### src/rtl/sparse_weight_packer.sv
`default_nettype none
// ============================================================================
// Module   : sparse_weight_packer
// Brief    : Collects M dense weight groups of n signed bw-bit elements and
//            compresses each to nnz kept weights plus an n-bit kept-position
//            mask, emitting one packed row per M groups (or on flush).
//            Optional macro SPW_MAG_PRUNE_EN: overflowing groups keep the
//            nnz largest-magnitude non-zeros instead of the lowest-index ones.
// Revision : 1.0 - initial release
// ============================================================================
module sparse_weight_packer #(
    parameter int bw  = 4,
    parameter int nnz = 2,
    parameter int n   = 4,
    parameter int M   = 4
) (
    input  logic                  clk,
    input  logic                  reset,
    input  logic                  in_valid,
    output logic                  in_ready,
    input  logic [n*bw-1:0]       in_dense,
    input  logic                  flush,
    output logic                  out_valid,
    input  logic                  out_ready,
    output logic [M*nnz*bw-1:0]   weights_flat,
    output logic [M*n-1:0]        w_index,
    output logic                  err_overflow
);

    localparam int            c_cnt_w    = (M > 1) ? $clog2(M) : 1;
    localparam logic [n-1:0]  c_pad_mask = n'((64'd1 << nnz) - 64'd1);

    typedef enum logic [0:0] {
        COLLECT = 1'b0,
        FULL    = 1'b1
    } state_t;

    state_t                 r_state;
    state_t                 w_next_state;
    logic [c_cnt_w-1:0]     r_group_cnt;
    logic [M*nnz*bw-1:0]    r_weights;
    logic [M*n-1:0]         r_index;
    logic                   r_err;

    logic                   w_accept;
    logic                   w_last;
    logic                   w_flush_go;
    logic                   w_row_done;
    logic [n-1:0]           w_nz;
    logic [n-1:0]           w_mask;
    logic [nnz*bw-1:0]      w_packed;
    logic                   w_overflow;

    // Accept is decoded from the state register directly to keep in_ready
    // out of the next-state loop.
    assign w_accept   = in_valid & (r_state == COLLECT);
    assign w_last     = (r_group_cnt == c_cnt_w'(M - 1));
    // A flush coinciding with an accept counts that group first, so the row
    // is non-empty whenever either a group is already held or one arrives now.
    assign w_flush_go = flush & (r_state == COLLECT) & ((r_group_cnt != '0) | w_accept);
    assign w_row_done = (w_accept & w_last) | w_flush_go;

    assign weights_flat = r_weights;
    assign w_index      = r_index;
    assign err_overflow = r_err;

`ifdef SPW_MAG_PRUNE_EN
    logic [n-1:0][bw:0]     w_mag;

    // Absolute value in bw+1 bits so the most negative code has the largest magnitude.
    always_comb begin
        for (int k = 0; k < n; k++) begin
            w_mag[k] = in_dense[k*bw+bw-1] ? (~{in_dense[k*bw+bw-1], in_dense[k*bw +: bw]} + 1'b1)
                                           : {1'b0, in_dense[k*bw +: bw]};
        end
    end
`endif

    // Choose the kept positions for the incoming group and pack them by ascending index.
    always_comb begin : p_encode
        int nz_cnt;
        int kept;
        int slot;
`ifdef SPW_MAG_PRUNE_EN
        int rank;
`endif
        w_nz       = '0;
        w_mask     = '0;
        w_packed   = '0;
        nz_cnt     = 0;
        kept       = 0;
        slot       = 0;
        for (int k = 0; k < n; k++) begin
            w_nz[k] = |in_dense[k*bw +: bw];
            if (w_nz[k]) nz_cnt++;
        end
        w_overflow = (nz_cnt > nnz);
`ifdef SPW_MAG_PRUNE_EN
        // A non-zero is kept when fewer than nnz non-zeros beat it
        // (larger magnitude, or equal magnitude at a lower index).
        for (int k = 0; k < n; k++) begin
            rank = 0;
            for (int i = 0; i < n; i++) begin
                if (w_nz[i] && (i != k) &&
                    ((w_mag[i] > w_mag[k]) || ((w_mag[i] == w_mag[k]) && (i < k)))) begin
                    rank++;
                end
            end
            if (w_nz[k] && (rank < nnz)) begin
                w_mask[k] = 1'b1;
                kept++;
            end
        end
`else
        for (int k = 0; k < n; k++) begin
            if (w_nz[k] && (kept < nnz)) begin
                w_mask[k] = 1'b1;
                kept++;
            end
        end
`endif
        // Top up with the lowest-index zeros so the mask always has nnz bits.
        for (int k = 0; k < n; k++) begin
            if (!w_nz[k] && (kept < nnz)) begin
                w_mask[k] = 1'b1;
                kept++;
            end
        end
        for (int k = 0; k < n; k++) begin
            if (w_mask[k] && (slot < nnz)) begin
                w_packed[slot*bw +: bw] = in_dense[k*bw +: bw];
                slot++;
            end
        end
    end

    // State register.
    always_ff @(posedge clk or negedge reset) begin
        if (!reset) r_state <= COLLECT;
        else        r_state <= w_next_state;
    end

    // Next-state and handshake outputs.
    always_comb begin
        w_next_state = r_state;
        in_ready     = 1'b0;
        out_valid    = 1'b0;
        case (r_state)
            COLLECT: begin
                in_ready = 1'b1;
                if (w_row_done) w_next_state = FULL;
            end
            FULL: begin
                out_valid = 1'b1;
                if (out_ready) w_next_state = COLLECT;
            end
            default: w_next_state = COLLECT;
        endcase
    end

    // Lane storage, group counter and sticky overflow flag.
    always_ff @(posedge clk or negedge reset) begin
        if (!reset) begin
            r_group_cnt <= '0;
            r_weights   <= '0;
            r_index     <= '0;
            r_err       <= 1'b0;
        end else begin
            if (w_accept && w_overflow) r_err <= 1'b1;
            if (w_row_done)    r_group_cnt <= '0;
            else if (w_accept) r_group_cnt <= r_group_cnt + 1'b1;
            for (int i = 0; i < M; i++) begin
                if (w_accept && (r_group_cnt == c_cnt_w'(i))) begin
                    r_weights[i*nnz*bw +: nnz*bw] <= w_packed;
                    r_index[i*n +: n]             <= w_mask;
                end else if (w_flush_go && (i >= int'(r_group_cnt))) begin
                    r_weights[i*nnz*bw +: nnz*bw] <= '0;
                    r_index[i*n +: n]             <= c_pad_mask;
                end
            end
        end
    end

endmodule
`default_nettype wire

### config.mk
export PLATFORM = sky130hd
export DESIGN_NAME = sparse_weight_packer
export DESIGN_NICKNAME = d
export VERILOG_FILES = /design/src/rtl/sparse_weight_packer.sv
export SDC_FILE = /design/constraint.sdc
export NUM_CORES = 1
export LEC_CHECK = 0
export ABC_AREA = 1
export BUFFER_PORTS_ARGS = -buffer_cell sky130_fd_sc_hd__buf_4
export CAP_MARGIN = 20
export CORE_ASPECT_RATIO = 1.2
export CORE_MARGIN = 1
export CORE_UTILIZATION = 49
export DETAILED_ROUTE_END_ITERATION = 8
export GPL_ROUTABILITY_DRIVEN = 0
export HOLD_SLACK_MARGIN = 0.1
export PLACE_DENSITY = 0.76
export SLEW_MARGIN = 20
export SYNTH_ARGS = -nofsm -noshare
export SYNTH_HDL_FRONTEND = slang
export SYNTH_SLANG_ARGS = --single-unit
### constraint.sdc
create_clock -name clk -period 1.7 [get_ports clk]
set_input_delay 0.34 -clock clk [delete_from_list [all_inputs] [get_ports clk]]
set_output_delay 0.34 -clock clk [all_outputs]
set_load 0.02 [all_outputs]
[Yosys cells after proc, flatten, opt, wreduce, memory -nomap -nowiden]
Cells that the tools add are included.
Operators by class
  add/subtract/negate cells: 14
  magnitude comparators: 14
  equality and inequality tests: 3
  shift-type cells: 6
  multiplexer cells: 51
  bitwise operators: 7
  reduce and logical (&&, ||, !) cells: 33
Operator list (number)
  32-bit two-way mux: 11
  32-bit by 2-bit adder with 32-bit output (second input constant): 10
  32-bit by 3-bit < comparator with 1-bit output (second input constant): 10
  32-bit negator with 33-bit output: 3
  4-bit by 33-bit variable shift with 8-bit output (first input constant): 3
  4-bit by 33-bit indexed part select with 8-bit output: 3
  8-bit two-way mux: 11
  4-bit two-way mux: 9
  32-bit by 3-bit greater-than comparator with 1-bit output (second input constant): 1
  8-bit bitwise mux: 3
  1-bit logical AND: 18
  4-bit OR reduction: 4
  1-bit two-way mux: 14
  2-bit nonzero test: 6
  1-bit AND: 4
  2-bit equality test (second input constant): 2
  1-bit by 2-bit >= comparator with 1-bit output (first input constant): 2
  1-bit logical NOT: 4
  2-bit two-way mux: 2
  2-bit by 1-bit adder with 2-bit output (second input constant): 1
  2-bit by 1-bit equality test with 1-bit output (second input constant): 1
  2-bit >= comparator (first input constant): 1
  2-bit logical NOT: 1
  1-bit OR: 2
  other kinds (2): 2
Storage, ports and cells
  flip-flop bits (word level): 52
  input bits: 21
  output and inout port bits: 51
  logic and storage cells: 139

[Depth between registers and ports, before layout]
Gate-level depths: netlist of run 1.
  depth in word-level cells: 27
  depth in mapped cells: 39
  depth with buffers taken out: 39

[Worst setup path before layout of run 1]
No wires, ideal clock.
  path type: in2reg
  from: input port in_dense[4]
  to: register r_weights[10] (netlist: weights_flat[10])
  setup time: 0.119 ns
  data arrival time: 5.439 ns
  required time: 1.581 ns
  slack: -3.858 ns
  stages on the path: 35
  buffers on the path: 0
  path through: nor4_2 -> inv_1 -> ha_1 -> nor2_1 -> inv_1 -> fa_1 -> inv_1 -> nand3_4 -> inv_1 -> nand2_2 -> nand2_4 -> inv_2 -> o21ai_0 -> nand2_1 -> inv_1 -> ha_1 -> or2_2 -> nand2_1 -> nand4_4 -> nand2_2 -> nand2_2 -> nor2_4 -> fa_1 -> inv_1 -> ha_1 -> inv_1 -> ha_1 -> nand2_1 -> nand2_1 -> nor3_1 -> nand2_4 -> inv_2 -> nand2_1 -> nand3_1 -> nand2_1
Between the ends
  longest elaborated chain between the ends: 25
  elaborated cells between the ends (all ways): 61
  classes of those cells: add/sub: 10; order compare: 9; shift: 6; mux: 24; reduce/logical: 12
Ends and longest elaborated chain
  start: declaration: RTL line 21  | input logic [n*bw-1:0] in_dense,
  4-bit OR reduction: RTL line 94  | w_nz[k] = |in_dense[k*bw +: bw];
  1-bit logical AND: RTL line 116  | if (w_nz[k] && (kept < nnz)) begin
  32-bit two-way mux: RTL line 116
  32-bit by 3-bit < comparator with 1-bit output: RTL line 116
  1-bit logical AND: RTL line 116
  32-bit two-way mux: RTL line 116
  32-bit by 3-bit < comparator with 1-bit output: RTL line 116
  1-bit logical AND: RTL line 116
  (+9 left out)
  1-bit two-way mux / 32-bit by 3-bit < comparator with 1-bit output (equally long branches): RTL line 124, 130
  1-bit logical AND: RTL line 130  | if (w_mask[k] && (slot < nnz)) begin
  32-bit two-way mux: RTL line 130
  32-bit negator with 33-bit output: RTL line 131  | w_packed[slot*bw +: bw] = in_dense[k*bw +: bw];
  4-bit by 33-bit indexed part select with 8-bit output / 4-bit by 33-bit variable shift with 8-bit output (equally long branches): RTL line 131
  8-bit bitwise mux: RTL line 131
  8-bit two-way mux (*): RTL line 130
  8-bit two-way mux (*): RTL line 173  | if (w_accept && (r_group_cnt == c_cnt_w'(i))) begin
  end signal: indexed assignment: RTL line 174  | r_weights[i*nnz*bw +: nnz*bw] <= w_packed;
  end: declaration: RTL line 41  | logic [M*nnz*bw-1:0] r_weights;
Mark *: on every way between the ends. The rest lies on a longest branch, timed or not.
A chain may end at the register's enable or synchronous reset.

[Final worst setup path of run 1]
  from: input port in_dense[7]
  to: register r_weights[28] (netlist: weights_flat[28])
The elaborated chain is that of the path after synthesis.

==> results of run 1 <==
[routing by layer]
metal | vias to the layer above | share of wire, %
li1 | 1690 | -
met1 | 2099 | 34
met2 | 486 | 47
met3 | 145 | 11
met4 | 0 | 7.8
met5 | - | 0
[critical path, delay by kind of cell]
kind,cells,cell delay (ns)
compound gates,1,0.10
fa+ha+maj,4,1.40
buf+inv,7,0.99
simple gates,18,2.69
[stage by stage]
step	TNS, ns	setup slack [ns]	instances
2_1_floorplan	-137.06	-3.61	393
6_report	-146.45	-3.64	691
5_1_grt	-149.28	-3.70	691
3_5_place_dp	-137.22	-3.48	607
4_1_cts	-117.45	-2.96	673
3_3_place_gp	-129.92	-3.31	607
[flip-flops by register name (all words and copies together), names as in the netlist]
register and flops:
r_state 1, weights_flat 32, r_group_cnt 2, w_index 16, err_overflow 1
[Yosys cell counts, types with 2 or more instances]
master,n
nand2_1,137
dfrtp_1,52
inv_1,45
nand3_1,41
o21ai_0,17
ha_1,15
nor2_1,10
nand2_2,8
o22ai_1,7
clkinv_1,5
nand2_4,5
nand3_2,5
nand4_1,5
clkbuf_1,4
a22o_2,3
fa_1,3
inv_2,3
nor2_2,3
o21ai_2,3
a21o_1,2
a21oi_1,2
a31o_2,2
nor2_4,2
[power by group through the flow]
stage               Combinational, mW  Sequential, mW  Clock [mW]
CTS                              2.49            1.84       0.749
global placement                 2.22            1.86           0
detailed placement               2.27            1.86           0
finish                           2.91            1.91       0.806
floorplan                       0.785            2.25           0
global route                     3.05            1.92       0.818
[area by class of cell]
class | count | area, um^2 | share of cell area (%)
Clock buffer | 5 | 68.8 | 1.24
Clock inverter | 3 | 27.5 | 0.494
Inverter | 54 | 230 | 4.14
Multi-Input combinational cell | 283 | 2150 | 38.6
Sequential cell | 52 | 1300 | 23.4
Tap cell | 82 | 103 | 1.84
Timing Repair Buffer | 212 | 1690 | 30.3
[cells by family (layout without fill, tap and decap cells)]
group,count (synthesis),in the layout
AOI/OAI and AO/OA,40,40
other,1,1
xor gates and xnor gates,1,1
and+or+nand+nor,223,223
buffers and inverters,58,274
DFF,52,52
adders and majority gates,18,18
[timing repair]
action	4_1_cts	5_1_grt
hold endpoints to repair	52	0
setup endpoints to repair	49	52
hold buffers	1	0
buffers inserted	58	24
pin swaps	32	31
gates resized for setup	79	54
[final timing paths]
check	endpoint	cells past startpoint
max in group asynchronous	w_index[8]	2
hold / removal	r_state	2
setup reg to reg	weights_flat[19]	9
hold reg to reg	err_overflow	1
setup / recovery	weights_flat[28]	30
min in group asynchronous	weights_flat[17]	2
==> flow_results.xml, run 1 <==
<?xml version="1.0" encoding="UTF-8"?>
<metrics>
  <group name="grt">
    <metric name="grt_util_met1" unit="%">45.3</metric>
    <metric name="grt_start_max_net_pins" unit="">53</metric>
    <metric name="met3_usage_in_global_routing" unit="%">8.37</metric>
    <metric name="global_route.usage.total" unit="%">40.2</metric>
    <metric name="globalRouteOverflowTotal" unit="">0</metric>
    <metric name="grt_antenna_before_repair" unit="">0</metric>
    <metric name="grt_pass1_vias" unit="">3927</metric>
    <metric name="grt_first_pass_wirelength" unit="um">19700</metric>
    <metric name="top_usage_layer" unit="">met2</metric>
    <metric name="grt_util_met2" unit="%">69.5</metric>
  </group>
  <group name="die">
    <metric name="ios" unit="">72</metric>
    <metric name="die_boundary_height" unit="um">89.7</metric>
    <metric name="chipWidth" unit="um">75.1</metric>
    <metric name="effective_utilization_at_floorplan" unit="%">51.5</metric>
    <metric name="design.core.area" unit="um^2">6090</metric>
    <metric name="floorplan.die_area" unit="um^2">6730</metric>
    <metric name="placementRows" unit="">31</metric>
  </group>
  <group name="timing">
    <metric name="worst_pin_slew" unit="ns">0.647</metric>
    <metric name="final-max-slew-violation-count" unit="">0</metric>
    <metric name="finalHoldViolations" unit="">0</metric>
    <metric name="setup_viols_final" unit="">51</metric>
    <metric name="period_minus_slack" unit="ns">5.34</metric>
    <metric name="unrepaired_setup_endpoints_after_global_routing" unit="">true</metric>
    <metric name="layout_setup_ws" unit="ns">-3.64</metric>
    <metric name="fmax" unit="MHz">187</metric>
    <metric name="finalHoldWorstSlack" unit="ns">0.195</metric>
    <metric name="period_share" unit="%">314</metric>
    <metric name="final.setup_skew" unit="ns">0.00954</metric>
    <metric name="slew_headroom" unit="%">56.9</metric>
  </group>
  <group name="route">
    <metric name="route.detailed.wl_per_inst" unit="um">23.7</metric>
    <metric name="num_vias" unit="">4420</metric>
    <metric name="drt_first_iter_violations" unit="">605</metric>
    <metric name="wirelength" unit="um">16400</metric>
    <metric name="drt-vias-per-instance" unit="">6.40</metric>
    <metric name="detail_route.drc_violations" unit="">0</metric>
    <metric name="first_pass_iters" unit="">5</metric>
    <metric name="routed_antenna_nets" unit="">0</metric>
  </group>
  <group name="clocking">
    <metric name="clock_sinks" unit="">52</metric>
    <metric name="clkSlewWorstSetupHoldPaths" unit="ns">0.12</metric>
    <metric name="cts.path.max_buffers" unit="">2</metric>
    <metric name="clk-insertion-delay-late" unit="ns">0.33</metric>
    <metric name="cts_tree" unit="">built</metric>
    <metric name="htreeDepth" unit="">2</metric>
    <metric name="cts_root_buf" unit="">clkbuf_8</metric>
    <metric name="tritoncts.num_buffers" unit="">5</metric>
  </group>
  <group name="final_layout">
    <metric name="drive_above_1_share" unit="%">57.6</metric>
    <metric name="layout_common_cells" unit="">191 x buf_4, 113 x nand2_1, 52 x dfrtp_1, 33 x inv_1, 26 x nand3_2</metric>
    <metric name="final_core_util" unit="%">91.4</metric>
    <metric name="final_net_count" unit="">647</metric>
    <metric name="final_common_cell" unit="">buf_4</metric>
    <metric name="num-fill-cells" unit="">228</metric>
    <metric name="design_area" unit="um^2">5570</metric>
    <metric name="antenna_cells_inserted" unit="">0</metric>
    <metric name="areaGrowthSynthToFinish" unit="%">77.4</metric>
  </group>
  <group name="hold_path">
    <metric name="worstHoldPathType" unit="">in2reg</metric>
    <metric name="hold_path.startpoint" unit="">out_ready</metric>
  </group>
  <group name="power_and_ir_drop">
    <metric name="power.share.combinational" unit="%">51.7</metric>
    <metric name="power_per_cell_area" unit="nW/um^2">1010</metric>
    <metric name="power_switching_share" unit="%">45.6</metric>
    <metric name="intPower" unit="mW">3.06</metric>
    <metric name="seq_power_share" unit="%">34.0</metric>
    <metric name="vdd.ir_drop.worst" unit="mV">0.851</metric>
    <metric name="net_switching_power_of_the_design" unit="mW">2.57</metric>
    <metric name="cellLeakagePower" unit="nW">2.95</metric>
    <metric name="fin_total_pwr" unit="mW">5.62</metric>
    <metric name="p_clk_share" unit="%">14.3</metric>
  </group>
  <group name="synth">
    <metric name="mappedNetlistNets" unit="">432</metric>
    <metric name="yosys.area_share.simple" unit="%">34.6</metric>
    <metric name="synth_top_cell_area_share" unit="%">41.5</metric>
    <metric name="ys.flop_type" unit="">dfrtp_1</metric>
    <metric name="post_synth_inst_count" unit="">393</metric>
    <metric name="post-synth-top-area-cell" unit="">dfrtp_1</metric>
    <metric name="synth-adder-area-share" unit="%">7.89</metric>
    <metric name="netlist_top_cells_area" unit="">dfrtp_1 41%, nand2_1 16%, nand3_1 6.5%</metric>
    <metric name="post_synth_xor_area_fraction" unit="%">0.279</metric>
    <metric name="ys_warn_count" unit="">0</metric>
    <metric name="yosys_register_bits" unit="">52</metric>
    <metric name="compound_cell_area_share_of_the_yosys_netlist" unit="%">8.57</metric>
    <metric name="cell_variety_after_synth" unit="">37</metric>
    <metric name="synth_edf_count" unit="">0</metric>
    <metric name="syn-mean-instance-area" unit="um^2">7.98</metric>
    <metric name="synth_async_sr_flop_share" unit="%">100</metric>
    <metric name="netlist_area" unit="um^2">3140</metric>
    <metric name="seq_area_frac_synth" unit="%">41.5</metric>
    <metric name="synth_top_family_by_area" unit="">simple AND/OR/NAND/NOR gates</metric>
    <metric name="synth_mux_area_share" unit="%">0</metric>
  </group>
  <group name="critical_path">
    <metric name="critical_path_class" unit="">in2reg</metric>
    <metric name="timing.critical_path.required" unit="ns">1.92</metric>
    <metric name="rr_startpoint" unit="">r_group_cnt[0]</metric>
    <metric name="top_cell_by_count_worst_path" unit="">nand2_4</metric>
    <metric name="crit_path_max_fanout" unit="">5</metric>
    <metric name="crit_path_top_delay_cell" unit="">fa_1</metric>
    <metric name="worst_path_largest_cell_delay" unit="ns">0.53</metric>
    <metric name="critPathCaptureType" unit="">flop</metric>
    <metric name="critical_path.startpoint" unit="">in_dense[7]</metric>
    <metric name="timing.critical_path.from_type" unit="">input pin</metric>
    <metric name="ff2ff_setup_slack" unit="ns">-0.35</metric>
    <metric name="cp.arrival" unit="ns">5.56</metric>
  </group>
  <group name="run_status">
    <metric name="violations_in_the_final_reports" unit="">setup timing</metric>
    <metric name="status" unit="">finished, violations left</metric>
  </group>
  <group name="placement">
    <metric name="io_buffers" unit="">71</metric>
    <metric name="hpwlAfterDp" unit="um">6680</metric>
    <metric name="dpl-instance-area" unit="um^2">4370</metric>
  </group>
  <group name="run">
    <metric name="drv_cap" unit="">0</metric>
  </group>
</metrics>
No activity file was read; power rests on OpenSTA's default activity.
==> inputs of run 2 (changes only) <==
--- a/config.mk
+++ b/config.mk
@@ -5,7 +5,6 @@
 export SDC_FILE = /design/constraint.sdc
 export NUM_CORES = 1
 export LEC_CHECK = 0
-export ABC_AREA = 1
 export BUFFER_PORTS_ARGS = -buffer_cell sky130_fd_sc_hd__buf_4
 export CAP_MARGIN = 20
 export CORE_ASPECT_RATIO = 1.2
==> run 2 against run 1 <==
Effect of this change:
- the flow still finishes with violations (setup timing)
- non-clock buffer count fell by 29
- sequential share of layout area increased by 0.75 points
- register-to-register slack better by 0.07 ns
- sequential power down 3%
- synthesized cell count decreased by 19%
- critical path type unchanged
- highest routed layer unchanged
==> flow_results.xml, run 2 <==
<?xml version="1.0" encoding="UTF-8"?>
<metrics>
  <group name="route">
    <metric name="wirelength" unit="um">13700</metric>
    <metric name="drt-vias-per-instance" unit="">6.61</metric>
    <metric name="detail_route.drc_violations" unit="">0</metric>
    <metric name="first_pass_iters" unit="">6</metric>
    <metric name="drt_first_iter_violations" unit="">591</metric>
    <metric name="num_vias" unit="">3841</metric>
    <metric name="routed_antenna_nets" unit="">0</metric>
    <metric name="route.detailed.wl_per_inst" unit="um">23.6</metric>
  </group>
  <group name="power_and_ir_drop">
    <metric name="intPower" unit="mW">3.44</metric>
    <metric name="seq_power_share" unit="%">31.4</metric>
    <metric name="power_per_cell_area" unit="nW/um^2">1100</metric>
    <metric name="net_switching_power_of_the_design" unit="mW">2.47</metric>
    <metric name="power_switching_share" unit="%">41.8</metric>
    <metric name="p_clk_share" unit="%">15.6</metric>
    <metric name="vdd.ir_drop.worst" unit="mV">0.782</metric>
    <metric name="power.share.combinational" unit="%">53.0</metric>
    <metric name="cellLeakagePower" unit="nW">2.45</metric>
    <metric name="fin_total_pwr" unit="mW">5.91</metric>
  </group>
  <group name="clocking">
    <metric name="clk-insertion-delay-late" unit="ns">0.32</metric>
    <metric name="tritoncts.num_buffers" unit="">5</metric>
    <metric name="cts_root_buf" unit="">clkbuf_8</metric>
    <metric name="clkSlewWorstSetupHoldPaths" unit="ns">0.10</metric>
    <metric name="clock_sinks" unit="">52</metric>
    <metric name="htreeDepth" unit="">2</metric>
    <metric name="cts.path.max_buffers" unit="">2</metric>
    <metric name="cts_tree" unit="">built</metric>
  </group>
  <group name="timing">
    <metric name="unrepaired_setup_endpoints_after_global_routing" unit="">true</metric>
    <metric name="period_share" unit="%">277</metric>
    <metric name="worst_pin_slew" unit="ns">0.857</metric>
    <metric name="final-max-slew-violation-count" unit="">0</metric>
    <metric name="period_minus_slack" unit="ns">4.71</metric>
    <metric name="setup_viols_final" unit="">49</metric>
    <metric name="layout_setup_ws" unit="ns">-3.01</metric>
    <metric name="slew_headroom" unit="%">42.9</metric>
    <metric name="fin_setup_tns" unit="ns">-118.89</metric>
    <metric name="finalHoldWorstSlack" unit="ns">0.199</metric>
    <metric name="final.setup_skew" unit="ns">0.0142</metric>
    <metric name="finalHoldViolations" unit="">0</metric>
    <metric name="fmax" unit="MHz">212</metric>
  </group>
  <group name="grt">
    <metric name="grt_antenna_before_repair" unit="">0</metric>
    <metric name="global_route.usage.total" unit="%">36.9</metric>
    <metric name="globalRouteOverflowTotal" unit="">0</metric>
    <metric name="grt_start_max_net_pins" unit="">36</metric>
    <metric name="grt_pass1_vias" unit="">3734</metric>
    <metric name="grt_first_pass_wirelength" unit="um">18900</metric>
  </group>
  <group name="critical_path">
    <metric name="critical_path_class" unit="">in2reg</metric>
    <metric name="timing.critical_path.required" unit="ns">1.93</metric>
    <metric name="cpLargestDelayFamily" unit="">adder cells</metric>
    <metric name="crit_path_top_delay_cell" unit="">or4_4</metric>
    <metric name="worst-path-buf-inv" unit="">6</metric>
    <metric name="critPathCaptureType" unit="">flop</metric>
    <metric name="crit_path_max_fanout" unit="">7</metric>
    <metric name="worst_path_largest_cell_delay" unit="ns">0.54</metric>
    <metric name="timing.critical_path.from_type" unit="">input pin</metric>
    <metric name="top_cell_by_count_worst_path" unit="">buf_6</metric>
    <metric name="cp.arrival" unit="ns">4.94</metric>
    <metric name="series_of_cell_instances_along_the_critical_path" unit="">buf_6, or4_4, ha_4, nand2b_4, fa_2, maj3_4, mux2i_4, ha_4, o21ai_4, o21ai_4, a211oi_4, fa_1, inv_1, ha_2, inv_2, ha_4, buf_6, nor3_4, buf_6, buf_6, a32oi_1, o21ai_1</metric>
  </group>
  <group name="final_layout">
    <metric name="register_area" unit="um^2">1300</metric>
    <metric name="areaGrowthSynthToFinish" unit="%">69.0</metric>
    <metric name="final_core_util" unit="%">87.4</metric>
    <metric name="stdcell_count" unit="">581</metric>
    <metric name="design_area" unit="um^2">5390</metric>
    <metric name="layout_common_cells" unit="">153 x buf_4, 52 x dfrtp_1, 31 x o21ai_1, 27 x buf_6</metric>
    <metric name="final_common_cell" unit="">buf_4</metric>
    <metric name="num-fill-cells" unit="">268</metric>
    <metric name="antenna_cells_inserted" unit="">0</metric>
    <metric name="drive_above_1_share" unit="%">56.1</metric>
    <metric name="largest_reg_flops" unit="">32</metric>
    <metric name="multiInputGateArea" unit="um^2">2290</metric>
    <metric name="final_net_count" unit="">537</metric>
  </group>
  <group name="die">
    <metric name="die_boundary_height" unit="um">90.4</metric>
    <metric name="ios" unit="">72</metric>
    <metric name="chipWidth" unit="um">75.7</metric>
    <metric name="design.core.area" unit="um^2">6170</metric>
    <metric name="effective_utilization_at_floorplan" unit="%">51.8</metric>
    <metric name="floorplan.die_area" unit="um^2">6840</metric>
    <metric name="placementRows" unit="">31</metric>
  </group>
  <group name="synth">
    <metric name="ys.flop_type" unit="">dfrtp_1</metric>
    <metric name="netlist_top_cells_area" unit="">dfrtp_1 41%, a32oi_1 6.6%, ha_1 5.9%</metric>
    <metric name="syn-mean-instance-area" unit="um^2">10.0</metric>
    <metric name="synth_top_cells_by_count" unit="">52 x dfrtp_1, 33 x o21ai_1, 24 x a32oi_1</metric>
    <metric name="synth_top_cell_area_share" unit="%">40.8</metric>
    <metric name="post-synth-top-area-cell" unit="">dfrtp_1</metric>
    <metric name="synth_edf_count" unit="">0</metric>
    <metric name="yosys_register_bits" unit="">52</metric>
    <metric name="synth.most_common_cell" unit="">dfrtp_1</metric>
    <metric name="mappedNetlistNets" unit="">358</metric>
    <metric name="seq_area_frac_synth" unit="%">40.8</metric>
    <metric name="cell_variety_after_synth" unit="">50</metric>
    <metric name="synth_async_sr_flop_share" unit="%">100</metric>
    <metric name="netlist_area" unit="um^2">3190</metric>
    <metric name="ys_warn_count" unit="">0</metric>
    <metric name="post_synth_inst_count" unit="">319</metric>
  </group>
  <group name="placement">
    <metric name="place.detailed.instances" unit="">539</metric>
    <metric name="dpl-instance-area" unit="um^2">4500</metric>
    <metric name="place_ws" unit="ns">-3.26</metric>
    <metric name="hpwlAfterDp" unit="um">7710</metric>
    <metric name="io_buffers" unit="">71</metric>
  </group>
  <group name="run_status">
    <metric name="status" unit="">finished, violations left</metric>
    <metric name="violations_in_the_final_reports" unit="">setup timing</metric>
  </group>
  <group name="hold_path">
    <metric name="worstHoldPathType" unit="">in2reg</metric>
  </group>
  <group name="run">
    <metric name="drv_cap" unit="">0</metric>
  </group>
</metrics>
run 2: cells by family after synthesis:
family / synth area share [%]
buffers and inverters: 3.65
DFF: 40.8
other: 0.117
and+or+nand+nor: 13.3
AOI/OAI and AO/OA: 27.4
muxes: 5.49
adders and majority gates: 8.19
xor gates and xnor gates: 1.10
run 2: routing by layer:
metal  global-route usage (%)  routed length, um
met1                     43.6               4650
met2                     61.4               6640
met3                     6.03               1290
met4                     21.5               1120
met5                        0                  0
run 2: power groups by stage:
| stage | Sequential, mW | Clock (mW) | Combinational [mW] |
|---|---|---|---|
| floorplan | 2.24 | 0 | 0.999 |
| global placement | 1.84 | 0 | 2.58 |
| detailed placement | 1.84 | 0 | 2.66 |
| CTS | 1.82 | 0.905 | 2.81 |
| global route | 1.88 | 0.979 | 3.28 |
| finish | 1.86 | 0.923 | 3.13 |
run 2: what timing repair did:
action | in CTS | in global routing
buffers inserted | 23 | 16
setup endpoints to repair | 50 | 50
gates cloned | 1 | 1
gates resized for setup | 55 | 55
hold endpoints to repair | 17 | 0
hold buffers | 1 | 0
pin swaps | 33 | 25
run 2: area by class of cell:
type | instances | area share (%)
clock inverter | 2 | 0.719
tap | 82 | 1.90
clock buffer | 6 | 1.53
inverter | 17 | 1.32
timing repair buffer | 183 | 27.9
sequential | 52 | 24.1
multi-input combinational | 239 | 42.5
run 2: worst paths after layout:
| check | start | to | slack (ns) | cells past startpoint |
|---|---|---|---|---|
| setup / recovery | in_dense[7] | weights_flat[8] | -3.01 | 22 |
| hold / removal | out_ready | r_state | 0.20 | 2 |
| setup reg to reg | r_state | weights_flat[20] | -0.28 | 5 |
| hold reg to reg | err_overflow | err_overflow | 0.48 | 1 |
| max in group asynchronous | reset | w_index[3] | 0.77 | 3 |
| min in group asynchronous | reset | err_overflow | 0.44 | 2 |
